**config.mk**
```make
export PLATFORM = sky130hd
export DESIGN_NAME = tile_fetch
export DESIGN_NICKNAME = d
export VERILOG_FILES = /design/src/rtl/tile_fetch_pkg.sv /design/src/rtl/tile_addr_gen.sv /design/src/rtl/tile_fetch.sv
export SDC_FILE = /design/constraint.sdc
export NUM_CORES = 1
export LEC_CHECK = 0
export ABC_AREA = 1
export BUFFER_PORTS_ARGS = -buffer_cell sky130_fd_sc_hd__buf_4
export CORE_MARGIN = 2
export CORE_UTILIZATION = 47
export DETAILED_ROUTE_END_ITERATION = 16
export PLACE_DENSITY_LB_ADDON = 0.1
export SLEW_MARGIN = 20
export SYNTH_ARGS = -nofsm -noshare
export SYNTH_HDL_FRONTEND = slang
export SYNTH_SLANG_ARGS = --single-unit
```
**constraint.sdc**
```tcl
create_clock -name i_clk -period 2.36 [get_ports i_clk]
set_input_delay 0.354 -clock i_clk [delete_from_list [all_inputs] [get_ports i_clk]]
set_output_delay 0.354 -clock i_clk [all_outputs]
set_load 0.005 [all_outputs]
```
**src/rtl/tile_fetch_pkg.sv**
```systemverilog
// +----------------------------------------------------------------------------+
// | Module : tile_fetch_pkg                                                    |
// | Brief  : Shared constants for the tile-pixel fetch engine: FSM state       |
// |          encodings, default error/key colours and a counter-width helper.  |
// | Rev    : 1.0  initial release                                              |
// +----------------------------------------------------------------------------+
`default_nettype none

package tile_fetch_pkg;

    // FSM state encodings (2-bit)
    localparam logic [1:0] c_st_idle = 2'd0;
    localparam logic [1:0] c_st_req  = 2'd1;
    localparam logic [1:0] c_st_wait = 2'd2;
    localparam logic [1:0] c_st_resp = 2'd3;

    // Default colours
    localparam logic [23:0] c_error_rgb_default = 24'hFF00FF;
    localparam logic [23:0] c_key_rgb_default   = 24'h000000;

    // Bits needed to hold the values 0 .. value-1 (at least 1 bit)
    function automatic int tf_clog2(input int value);
        int w;
        w = 1;
        for (int i = 1; i < 31; i++) begin
            if ((1 << i) < value) begin
                w = i + 1;
            end
        end
        return w;
    endfunction

endpackage

`default_nettype wire

```
**src/rtl/tile_addr_gen.sv**
```systemverilog
// +----------------------------------------------------------------------------+
// | Module : tile_addr_gen                                                     |
// | Brief  : Combinational mirror and tile-pixel to ROM word-address mapping.  |
// |          Shared with the tilemap walker.                                   |
// | Rev    : 1.0  initial release                                              |
// +----------------------------------------------------------------------------+
`default_nettype none

module tile_addr_gen #(
    parameter int TILE_W_LOG2 = 2,
    parameter int TILE_H_LOG2 = 2,
    parameter int TILE_NO_W   = 4,
    parameter int ROM_ADDR_W  = 9,
    parameter int BASE_ADDR   = 0
) (
    input  logic [TILE_NO_W-1:0]   i_tile_no,
    input  logic [TILE_W_LOG2-1:0] i_tile_x,
    input  logic [TILE_H_LOG2-1:0] i_tile_y,
    input  logic [1:0]             i_mirror,
    output logic [ROM_ADDR_W-1:0]  o_address
);

    localparam int                    c_idx_w = TILE_NO_W + TILE_H_LOG2 + TILE_W_LOG2;
    localparam logic [ROM_ADDR_W-1:0] c_base  = ROM_ADDR_W'(BASE_ADDR);

    logic [TILE_W_LOG2-1:0] w_xm;
    logic [TILE_H_LOG2-1:0] w_ym;
    logic [c_idx_w-1:0]     w_idx;

    // Flip inside the tile (2^N-1-v is the bitwise complement), then offset by the base
    always_comb begin
        w_xm      = i_mirror[0] ? ~i_tile_x : i_tile_x;
        w_ym      = i_mirror[1] ? ~i_tile_y : i_tile_y;
        w_idx     = {i_tile_no, w_ym, w_xm};
        o_address = c_base + ROM_ADDR_W'(w_idx);
    end

endmodule

`default_nettype wire

```
**src/rtl/tile_fetch.sv**
```systemverilog
// +----------------------------------------------------------------------------+
// | Module : tile_fetch                                                        |
// | Brief  : Tile-pixel fetch engine. Maps a (tile, x, y, mirror) request to a |
// |          ROM word address, runs a single-outstanding ROM read with timeout |
// |          and returns the 24-bit RGB pixel.                                 |
// |          Optional feature macro: TILE_FETCH_TRANSPARENCY_EN                |
// | Rev    : 1.0  initial release                                              |
// +----------------------------------------------------------------------------+
`default_nettype none

module tile_fetch
    import tile_fetch_pkg::*;
#(
    parameter int          TILE_W_LOG2    = 2,
    parameter int          TILE_H_LOG2    = 2,
    parameter int          TILE_NO_W      = 4,
    parameter int          ROM_ADDR_W     = 9,
    parameter int          BASE_ADDR      = 0,
    parameter int          TIMEOUT_CYCLES = 15,
    parameter logic [23:0] ERROR_RGB      = c_error_rgb_default,
    parameter logic [23:0] KEY_RGB        = c_key_rgb_default
) (
    input  logic                   i_clk,
    input  logic                   i_rst_n,
    input  logic                   i_read,
    input  logic [TILE_NO_W-1:0]   i_tile_no,
    input  logic [TILE_W_LOG2-1:0] i_tile_x,
    input  logic [TILE_H_LOG2-1:0] i_tile_y,
    input  logic [1:0]             i_mirror,
    output logic                   o_ready,
    output logic [23:0]            o_rgb_data,
    output logic                   o_valid,
    output logic                   o_error,
    output logic                   o_transparent,
    output logic [ROM_ADDR_W-1:0]  o_rom_address,
    output logic                   o_rom_read,
    input  logic [23:0]            i_rom_data,
    input  logic                   i_rom_valid
);

    localparam int                 c_cnt_w    = tf_clog2(TIMEOUT_CYCLES);
    localparam logic [c_cnt_w-1:0] c_cnt_last = c_cnt_w'(TIMEOUT_CYCLES - 1);

`ifdef TILE_FETCH_TRANSPARENCY_EN
    localparam bit c_transp_en = 1'b1;
`else
    // Without the feature the transparency register is constant zero
    localparam bit c_transp_en = 1'b0;
`endif

    logic [1:0]            r_state;
    logic [1:0]            w_state_next;
    logic [c_cnt_w-1:0]    r_cnt;
    logic [ROM_ADDR_W-1:0] r_rom_address;
    logic [ROM_ADDR_W-1:0] w_addr;
    logic [23:0]           r_rgb;
    logic                  r_err;
    logic                  r_transparent;
    logic                  w_cnt_last;

    tile_addr_gen #(
        .TILE_W_LOG2 (TILE_W_LOG2),
        .TILE_H_LOG2 (TILE_H_LOG2),
        .TILE_NO_W   (TILE_NO_W),
        .ROM_ADDR_W  (ROM_ADDR_W),
        .BASE_ADDR   (BASE_ADDR)
    ) u_addr_gen (
        .i_tile_no (i_tile_no),
        .i_tile_x  (i_tile_x),
        .i_tile_y  (i_tile_y),
        .i_mirror  (i_mirror),
        .o_address (w_addr)
    );

    assign w_cnt_last = (r_cnt == c_cnt_last);

    // State register
    always_ff @(posedge i_clk or negedge i_rst_n) begin
        if (!i_rst_n) begin
            r_state <= c_st_idle;
        end else begin
            r_state <= w_state_next;
        end
    end

    // Next-state logic; ROM data beats a coincident timeout
    always_comb begin
        w_state_next = r_state;
        case (r_state)
            c_st_idle: if (i_read) w_state_next = c_st_req;
            c_st_req:  w_state_next = c_st_wait;
            c_st_wait: if (i_rom_valid || w_cnt_last) w_state_next = c_st_resp;
            c_st_resp: w_state_next = c_st_idle;
            default:   w_state_next = c_st_idle;
        endcase
    end

    // Moore outputs decoded from the current state
    always_comb begin
        o_ready    = (r_state == c_st_idle);
        o_rom_read = (r_state == c_st_req);
        o_valid    = (r_state == c_st_resp);
        o_error    = (r_state == c_st_resp) && r_err;
    end

    // Request latch, timeout counter and response registers
    always_ff @(posedge i_clk or negedge i_rst_n) begin
        if (!i_rst_n) begin
            r_rom_address <= '0;
            r_cnt         <= '0;
            r_rgb         <= '0;
            r_err         <= 1'b0;
            r_transparent <= 1'b0;
        end else begin
            case (r_state)
                c_st_idle: begin
                    if (i_read) begin
                        r_rom_address <= w_addr;
                    end
                end
                c_st_req: begin
                    r_cnt <= '0;
                end
                c_st_wait: begin
                    if (i_rom_valid) begin
                        r_rgb         <= i_rom_data;
                        r_err         <= 1'b0;
                        r_transparent <= c_transp_en && (i_rom_data == KEY_RGB);
                    end else if (w_cnt_last) begin
                        r_rgb         <= ERROR_RGB;
                        r_err         <= 1'b1;
                        r_transparent <= 1'b0;
                    end else begin
                        r_cnt <= r_cnt + 1'b1;
                    end
                end
                default: begin
                end
            endcase
        end
    end

    assign o_rgb_data    = r_rgb;
    assign o_rom_address = r_rom_address;
    assign o_transparent = r_transparent;

endmodule

`default_nettype wire

```
==> impl_metrics.yaml <==
detailed_routing:
  antenna_left: 0
  vias: 1431
  drc: 0
  post_drt_wl_per_cell_um: 11.5
  viasPerCell: 4.59
  drt-total-wl_um: 3590
  first_pass_iters: 4
  drt_iter0_markers: 62
synth:
  ys.flop_type: "dfrtp_1"
  synth_area_um2: 1740
  synth_edf_count: 0
  ys_top_cells_by_count: "61 x nand2_1, 39 x dfrtp_1, 22 x nor2_1"
  ys_ff_latch: 39
  yosysTopAreaCellShare_pct: 56.0
  synth_top_area_cell: "dfrtp_1"
  synth.most_common_cell: "nand2_1"
  synthTopCellsByArea: "dfrtp_1 56%, nand2_1 13%, nor2_1 4.7%"
  async_reset_ff_share_pct: 100
  yosys_warnings: 0
  seq_area_frac_synth_pct: 56.0
  synth_cells: 191
  ys_types: 24
  avgSynthCellArea_um2: 9.13
timing:
  setup-violations-final: 0
  fin_crit_ps: 1720
  rsz0062_at_grt: "false"
  max_slew.worst_pin.slew_ps: 642
  tns_ps: 0
  fmax_mhz: 581
  slew_headroom_pct: 57.0
  slew_viol_final: 0
  period_share_pct: 72.9
  fin_skew_ps: 8.76
  hold_viol_final: 0
critical_path:
  startpoint_type: "flop"
  worstPathArrival_ps: 1910
  crit_type: "reg -> reg"
  cp-end-kind: "flop"
  crit_required_ps: 2550
  cp_max_fo: 39
  reg2reg_setup_slack_ps: 640
layout:
  n_antenna_cell: 0
  drive_gt1_share_pct: 34.8
  register_area_um2: 976
  fillerInstances: 329
  areaGrowthSynthToFinish_pct: 36.7
  nNetsFinal: 307
  multiInputGateArea_um2: 664
  final_util_pct: 66.1
power_and_ir_drop:
  power_per_cell_area_nw_per_um2: 1150
  ir_drop_mv: 0.641
  power.leakage_nw: 1.29
global_route:
  grt_usage_pct: 18.9
  grt_pass1_vias: 1322
  gr-total-overflow: 0
  antenna_found_initial: 0
  grt_max_degree: 40
  grt_first_pass_wirelength_um: 6070
run:
  maxCapViolCount: 0
clocking:
  cts_buffers: 5
  cts_setup_buffers: 0
  clk_latency_ps: 290
  clock_sinks: 39
  cts-root-buf: "clkbuf_8"
  htree_levels: 2
  clk_pin_slew_ps: 80
  cts_tree: "done"
  hold_buffers: 0
  clk_path_buf_depth: 2
  cts-resized-gates: 0
placement:
  routabilityCongestion: 0.881
  hpwl_um: 2710
  io_buffers: 73
floorplanning:
  die_y_um: 64.9
  std_cell_rows: 22
  die_x_um: 64.9
  initial_core_util_pct: 48.3
  io_pins: 76
  dieArea_um2: 4210
  coreArea_um2: 3610
worst_hold_path:
  hold_path_class: "in -> async"
status:
  outcome: "completed"
cell families (layout without fill, tap and decap cells):
group	after synthesis	in the layout	synth area share, %
AOI/OAI and AO/OA	22	22	6.75
other	1	2	0.215
DFF	39	39	56.0
buffers and inverters	21	93	6.10
adders and majority gates	6	6	4.31
xor gates and xnor gates	5	5	2.51
muxes	4	4	2.58
and+or+nand+nor	93	93	21.5
final cells by class:
class / count / share of cell area [%]
Clock buffer: 5 / 2.89
Clock inverter: 3 / 0.840
Inverter: 12 / 1.89
Multi-Input combinational cell: 132 / 27.9
Sequential cell: 39 / 41.0
Tap cell: 48 / 2.52
Timing Repair Buffer: 73 / 23.0
path summary, 6_finish.rpt:
check / from / to / cells past startpoint
max: r_state[0]$_DFFE_PN0P_ / o_rgb_data[3]$_DFFE_PN0P_ / 4
min: i_rst_n / o_rgb_data[4]$_DFFE_PN0P_ / 1
max reg2reg: r_state[0]$_DFFE_PN0P_ / o_rgb_data[3]$_DFFE_PN0P_ / 4
min reg2reg: o_rgb_data[12]$_DFFE_PN0P_ / o_rgb_data[12]$_DFFE_PN0P_ / 2
max in group asynchronous: i_rst_n / r_state[0]$_DFFE_PN0P_ / 1
min in group i_clk: i_rom_data[12] / o_rgb_data[12]$_DFFE_PN0P_ / 3
power by group:
part,switching (mW),internal [mW]
Clock,0.234,0.205
Combinational,0.532,0.615
Sequential,0.177,0.971
Total,0.944,1.79
flip-flops by register name (all words and copies together), names as in the netlist:
register,cells
o_rgb_data,24
r_err,1
r_state,2
o_rom_address,8
r_cnt,4
per-layer routing:
metal / up-vias / GRT usage [%] / wire [um]
met5: - / 0 / 0
met4: 0 / 5.59 / 27
met3: 4 / 6.77 / 303
met2: 55 / 31.3 / 1640
met1: 634 / 23.1 / 1620
li1: 738 / - / -
cells in the final DEF, fill, tap and decap left out, drive strengths merged, types with 3 or more instances in the layout:
cell    count
clkbuf      5
o21ai      20
nand3       3
nor2       22
nand2      64
xnor2       4
buf        73
dfrtp      39
ha          6
nand4       4
mux2        4
inv        11
critical path: stages (launching register included):
cell     delay [ps]
dfrtp_1         400
inv_1           110
ha_1            330
nand2_2         440
o21ai_0         340
metrics by stage:
step	area (um^2)	power (mW)	worst slack (ps)	cells	hold WS, ps
after floorplan	1750	1.71	966	192	58.4
after global placement	2290	2.30	656	304	355
after detailed placement	2290	2.32	634	304	349
after CTS	2380	2.77	600	312	32.2
after global routing	2380	2.96	441	312	54.6
final	2380	2.73	639	312	14.6
(Power assumes the default switching activity.)
